### src/rtl/gpo_blink.sv
// Memory-mapped general-purpose output port with atomic set/clear/toggle
// registers and per-bit hardware blink driven by a shared prescaler.
module gpo_blink #(
  parameter int GPO_W      = 8,
  parameter int CNT_W      = 24,
  parameter bit ACTIVE_LOW = 1'b0
) (
  input  logic             clk,
  input  logic             reset,
  input  logic             cs,
  input  logic             wr,
  input  logic [2:0]       addr,
  input  logic [31:0]      wdata,
  output logic [31:0]      rdata,
  output logic [GPO_W-1:0] gpo
);

  localparam logic [2:0] A_DATA   = 3'd0;
  localparam logic [2:0] A_SET    = 3'd1;
  localparam logic [2:0] A_CLR    = 3'd2;
  localparam logic [2:0] A_TGL    = 3'd3;
  localparam logic [2:0] A_EN     = 3'd4;
  localparam logic [2:0] A_DIV    = 3'd5;
  localparam logic [2:0] A_STATUS = 3'd6;

  // STATUS has one bit for phase, leaving 31 bits for the counter.
  localparam int STAT_W = (CNT_W > 31) ? 31 : CNT_W;

  logic [GPO_W-1:0] data_reg, data_next;
  logic [GPO_W-1:0] blink_en_reg, blink_en_next;
  logic [CNT_W-1:0] blink_div_reg, blink_div_next;
  logic [CNT_W-1:0] cnt_reg, cnt_next;
  logic             phase_reg, phase_next;

  logic             we;
  logic             div_write;
  logic [GPO_W-1:0] wbits;
  logic [CNT_W-1:0] wdiv;
  logic [31:0]      status;
  logic             unused_bits;

  assign we        = cs & wr;
  assign div_write = we && (addr == A_DIV);
  assign wbits     = GPO_W'(wdata);
  assign wdiv      = CNT_W'(wdata);

  always_comb begin
    data_next      = data_reg;
    blink_en_next  = blink_en_reg;
    blink_div_next = blink_div_reg;
    if (we) begin
      case (addr)
        A_DATA:  data_next      = wbits;
        A_SET:   data_next      = data_reg | wbits;
        A_CLR:   data_next      = data_reg & ~wbits;
        A_TGL:   data_next      = data_reg ^ wbits;
        A_EN:    blink_en_next  = wbits;
        A_DIV:   blink_div_next = wdiv;
        default: ;
      endcase
    end
  end

  // A divider write restarts the half-period, so shrinking the divider below
  // the running count can never let the counter overshoot.
  always_comb begin
    cnt_next   = cnt_reg;
    phase_next = phase_reg;
    if (div_write || (blink_div_reg == '0)) begin
      cnt_next   = '0;
      phase_next = 1'b1;
    end else if (cnt_reg == blink_div_reg) begin
      cnt_next   = '0;
      phase_next = ~phase_reg;
    end else begin
      cnt_next   = cnt_reg + CNT_W'(1);
    end
  end

  always_ff @(posedge clk) begin
    if (reset) begin
      data_reg      <= '0;
      blink_en_reg  <= '0;
      blink_div_reg <= '0;
      cnt_reg       <= '0;
      phase_reg     <= 1'b1;
    end else begin
      data_reg      <= data_next;
      blink_en_reg  <= blink_en_next;
      blink_div_reg <= blink_div_next;
      cnt_reg       <= cnt_next;
      phase_reg     <= phase_next;
    end
  end

  assign status = 32'({cnt_reg[STAT_W-1:0], phase_reg});

  always_comb begin
    rdata = '0;
    case (addr)
      A_DATA:   rdata = 32'(data_reg);
      A_EN:     rdata = 32'(blink_en_reg);
      A_DIV:    rdata = 32'(blink_div_reg);
      A_STATUS: rdata = status;
      default:  rdata = '0;
    endcase
  end

  genvar gi;
  generate
    for (gi = 0; gi < GPO_W; gi++) begin : g_out
      assign gpo[gi] = (data_reg[gi] & (~blink_en_reg[gi] | phase_reg)) ^ ACTIVE_LOW;
    end
  endgenerate

  // Upper write-data bits and truncated counter bits are deliberately dropped.
  assign unused_bits = ^{wdata, cnt_reg};

endmodule

### config.mk
export PLATFORM = sky130hd
export DESIGN_NAME = gpo_blink
export DESIGN_NICKNAME = d
export VERILOG_FILES = /design/src/rtl/gpo_blink.sv
export SDC_FILE = /design/constraint.sdc
export NUM_CORES = 1
export LEC_CHECK = 0
export ABC_CLOCK_PERIOD_IN_PS = 2700
export CAP_MARGIN = 20
export CORE_UTILIZATION = 52
export DETAILED_ROUTE_END_ITERATION = 6
export MAX_ROUTING_LAYER = met4
export PLACE_DENSITY_LB_ADDON = 0.12
export SLEW_MARGIN = 20
export SYNTH_ARGS = -nofsm -noshare
export SYNTH_HDL_FRONTEND = slang
export SYNTH_SLANG_ARGS = --single-unit
export TNS_END_PERCENT = 10
### constraint.sdc
create_clock -name clk -period 2.7 [get_ports clk]
set_clock_uncertainty 0.15 [all_clocks]
set_input_delay 0.675 -clock clk [delete_from_list [all_inputs] [get_ports clk]]
set_output_delay 0.675 -clock clk [all_outputs]
set_load 0.005 [all_outputs]
**After elaboration in Yosys (flattened, before gate mapping)**

Index checks and enable logic that the tools add are counted.
W data, S select, Z words.

- Register bits: 65
- Bits of input ports: 39
- Logic and storage cells: 55

- Add/subtract/negate cells: 1
- Equality and inequality tests: 7
- Mux-type cells: 2
- Bitwise gates (word level): 30
- Reductions and logical operators: 10

Operators by type and width:

| kind | count |
|---|---|
| $pmux W25 S4 | 1 |
| $pmux W8 S4 | 1 |
| $add A24 B1 Y24 const B | 1 |
| $eq A24 B24 Y1 | 1 |
| $logic_not A24 Y1 | 1 |
| $and A1 B1 Y1 | 9 |
| $eq A3 B3 Y1 const B | 3 |
| $not A1 Y1 | 9 |
| $and A8 B8 Y8 | 1 |
| $not A8 Y8 | 1 |
| $or A1 B1 Y1 | 8 |
| $or A8 B8 Y8 | 1 |
| $xor A8 B8 Y8 | 1 |
| $eq A3 B2 Y1 const B | 2 |
| $reduce_and A2 Y1 | 3 |
| $reduce_bool A4 Y1 | 1 |
| $eq A3 B1 Y1 const B | 1 |
| $logic_not A3 Y1 | 1 |
| $reduce_or A3 Y1 | 1 |
| $reduce_or A2 Y1 | 1 |
| $logic_and A1 B1 Y1 | 1 |
| $logic_or A1 B1 Y1 | 1 |

**Longest topological paths before layout**

- Word-level depth: 4
- Gate-level depth with buffers: 9
- Mapped depth without buffers: 6

**Least setup slack after synthesis**

No wires, ideal clock.

- Kind: in2out
- From: input port addr[1]
- To: output port rdata[10]
- Arrival: 1,807 ps
- Required time: 1,875 ps
- Path slack: 68 ps
- Stages: 6
- Path buffers: 3
- Path through: nor2b_1 -> clkbuf_1 -> and2_1 -> clkbuf_1 -> clkbuf_1 -> a22o_1

- Word-level cells in the longest chain between the ends: 2
- Elaborated cells on any way between the ends: 5
- Classes of those cells: eq/ne (3); mux (1); reduce/logical (1)

Ends and longest elaborated chain:

| element | line | source |
|---|---|---|
| from (decl) | 12 | `input logic [2:0] addr,` |
| $eq A3 B3 Y1 / $logic_not A3 Y1 (equally long branches) | 100 | `case (addr)` |
| $pmux W25 S4 (*) | 100 |  |
| to (decl) | 14 | `output logic [31:0] rdata,` |

Mark *: on every way between the ends. The rest lies on a longest branch, timed or not.

**Final worst setup path**

- From: input port addr[0]
- To: output port rdata[10]

The elaborated chain is that of the path after synthesis.

==> flow_metrics.py <==
metrics = {
    "die": {
        "rows": 31,
        "pin_count": 79,
        "dieArea_um2": 7760,
        "core_area_um2": 7210,
        "initial_core_util": 0.534,
        "die_h_um": 88.1,
        "dieWidth_um": 88.1,
    },
    "global_routing": {
        "grt-busiest-layer": "met2",
        "grt_pass1_vias": 3320,
        "grt_use_met1": 0.412,
        "use_met2": 0.421,
        "globalRouteMet3Util": 0.0613,
        "grt_max_degree": 28,
        "overflow": 0,
        "antenna_found_initial": 0,
        "grt_first_pass_wirelength_um": 16700,
        "grt_usage": 0.294,
    },
    "synthesis": {
        "ys_warn_count": 0,
        "synthAdderAreaFrac": 0.0552,
        "synth_area_leader_cell": "dfxtp_1",
        "synth_compound_area_frac": 0.158,
        "syn_inst": 474,
        "ys.flop_type": "dfxtp_1",
        "synth_edf_count": 0,
        "synth_top_family_by_area": "simple AND/OR/NAND/NOR gates",
        "seq_area_frac_synth": 0.338,
        "synth_top_area_share": 0.338,
        "synthSimpleGateAreaFrac": 0.198,
        "netlist_area_um2": 3850,
        "yosys-mux-area-fraction": 0.0656,
        "ys_seq_elements": 65,
        "synthArstFlopShare": 0,
        "synth-xor-area-share": 0.105,
        "syn_area_per_cell_um2": 8.13,
        "synth_area_leaders": "dfxtp_1 34%, xor2_1 7.3%, nand2_1 7.0%",
        "ys_types": 38,
    },
    "sta": {
        "fin_crit_sh": 0.975,
        "fin_crit_ns": 2.63,
        "relSlewSlack": 0.584,
        "fmax_ghz": 0.380,
        "setup_ws_ns": 0.0677,
        "drv_slew": 0,
        "tightest_slew_ns": 0.618,
        "hold_viol_final": 0,
        "setup_viol": 0,
        "rsz0062_at_grt": "no",
    },
    "clock_network": {
        "cts-root-buf": "clkbuf_8",
        "clk_latency_ns": 0.35,
        "post-cts-setup-buffers": 0,
        "cts_tree": "done",
        "clockBufferDepth": 2,
        "numCtsBuffers": 9,
        "clock-sinks": 65,
        "path_clk_slew_ns": 0.07,
        "htree_levels": 3,
        "cts_hold_buf": 0,
    },
    "routing": {
        "dr.pass1.iters": 5,
        "drc": 0,
        "wire_per_inst_um": 15.6,
        "via_per_inst": 5.52,
        "vias": 3611,
        "wl_um": 10200,
        "drt-initial-drc-count": 221,
        "ant_nets": 0,
    },
    "cells_and_area": {
        "drive_above_1_share": 0.117,
        "final_core_util": 0.676,
        "area_delta_synth_final_pct": 26.7,
        "fin_nets": 606,
        "insertedDiodeCount": 0,
        "finalNonFillerCells": 654,
    },
    "power": {
        "p_leak_nw": 2.18,
        "seq_power_share": 0.501,
        "p_switching_mw": 0.538,
        "p_int_mw": 1.44,
        "pwr-share-clk": 0.358,
        "comb_power_share": 0.140,
        "powerDensity_nw_per_um2": 405,
        "ir_worst_vdd_mv": 0.321,
        "fin_total_pwr_mw": 1.97,
        "swShare": 0.272,
    },
    "worst_hold_path": {
        "min_path_type": "flip-flop to flip-flop",
    },
    "place": {
        "place.gp.congestion": 0.867,
        "dp.cells": 638,
        "portBuffers": 63,
        "hpwl_um": 7690,
        "post-place-ws_ns": -0.663,
    },
    "setup_path": {
        "required_ns": 1.88,
        "start_kind": "input port",
        "worstSetupPathType": "input port to output pin",
        "endpoint_kind": "output pin",
        "arrival_ns": 1.81,
        "crit_path_max_fanout": 18,
    },
    "status": {
        "outcome": "complete, no violations",
    },
    "job": {
        "cap_violations": 0,
    },
}
## power groups by stage
stage          logic, mW  registers [mW]  clock network, mW
2_1_floorplan      0.155            1.01                  0
3_3_place_gp       0.268            1.01                  0
3_5_place_dp       0.272            1.01                  0
4_1_cts            0.275           0.989              0.726
5_1_grt            0.302           0.991              0.765
6_report           0.277           0.990              0.707
## metrics by stage
| step | instance area, um^2 | setup TNS (ns) | hold WS, ns |
|---|---|---|---|
| 3_5_place_dp | 4720 | -17.74 | 0.334 |
| 6_report | 4880 | 0 | 0.343 |
| 3_3_place_gp | 4720 | -16.99 | 0.327 |
| 5_1_grt | 4880 | 0 | 0.374 |
| 4_1_cts | 4870 | -0.231 | 0.343 |
| 2_1_floorplan | 3870 | 0 | 0.316 |
## routing by layer
metal  vias to the layer above  wire length, um
met5                         -                0
met4                         0              154
met3                        15              683
li1                       1767                -
met2                       135             4610
met1                      1694             4770
## synthesized netlist by cell type (all sizes together) (2+ instances only)
library cell / number
ha: 17
o21ai: 10
and2: 3
nand4: 6
buf: 17
nand3: 12
nor4: 15
nand2: 72
o221ai: 7
a22oi: 7
and3: 4
a22o: 24
xor2: 32
nor2b: 2
or2: 2
clkbuf: 24
dfxtp: 65
and4: 2
nor2: 42
inv: 22
a21oi: 39
xnor2: 14
nor3: 5
mux2i: 23
## kinds of logic (layout without fill, tap and decap cells)
group                      after synthesis  after routing
and+or+nand+nor                        169            169
AOI/OAI and AO/OA                       89             89
DFF                                     65             65
buffers and inverters                   63            138
xor gates and xnor gates                46             46
muxes                                   24             24
adders and majority gates               17             17
other                                    1              7
## critical path, stage by stage
cell	delay, ns
buf_4	0.14
buf_4	0.15
and3b_1	0.19
buf_12	0.15
a22o_1	0.23
dlygate4sd2_1	0.26
## timing repair
item | CTS | global route
pin swaps | 0 | 0
setup endpoints to repair | 25 | 2
gates cloned | 0 | 0
resized for setup | 47 | 2
## path summary, 6_finish.rpt
kind	end	slack (ns)	cells after the start	from
max	rdata[10]	0.07	6	addr[0]
min	data_reg[3]$_SDFFE_PP0P_	0.34	2	data_reg[3]$_SDFFE_PP0P_
min reg2reg	data_reg[3]$_SDFFE_PP0P_	0.34	2	data_reg[3]$_SDFFE_PP0P_
max reg2reg	cnt_reg[7]$_SDFF_PP0_	0.61	7	cnt_reg[1]$_SDFF_PP0_
## layout by cell type, fill, tap and decap left out, types with 2 or more instances in the layout
master,count
nand2_1,72
dfxtp_1,65
nor2_1,40
a21oi_1,39
clkdlybuf4s50_1,36
buf_4,35
xor2_1,32
a22o_1,24
mux2i_1,23
inv_1,22
dlygate4sd2_1,22
ha_1,17
nor4_1,15
xnor2_1,14
nand3_1,12
clkbuf_8,9
a22oi_1,7
o221ai_1,7
conb_1,7
nand4_1,6
o21ai_0,5
nor3_1,5
o21ai_1,4
and3_1,4
clkinv_2,4
buf_12,3
and2_4,2
and4_1,2
clkinvlp_4,2
dlymetal6s2s_1,2
## cell type report
cell class | instances | area [um^2]
clock buffers | 10 | 128
clock inverters | 6 | 35.0
fillers | 614 | 2330
inverters | 22 | 82.6
multi-input cells | 352 | 2290
flip-flops and latches | 65 | 1300
well taps | 99 | 124
repair buffers | 100 | 923
Power figures use the tool's default switching activity.
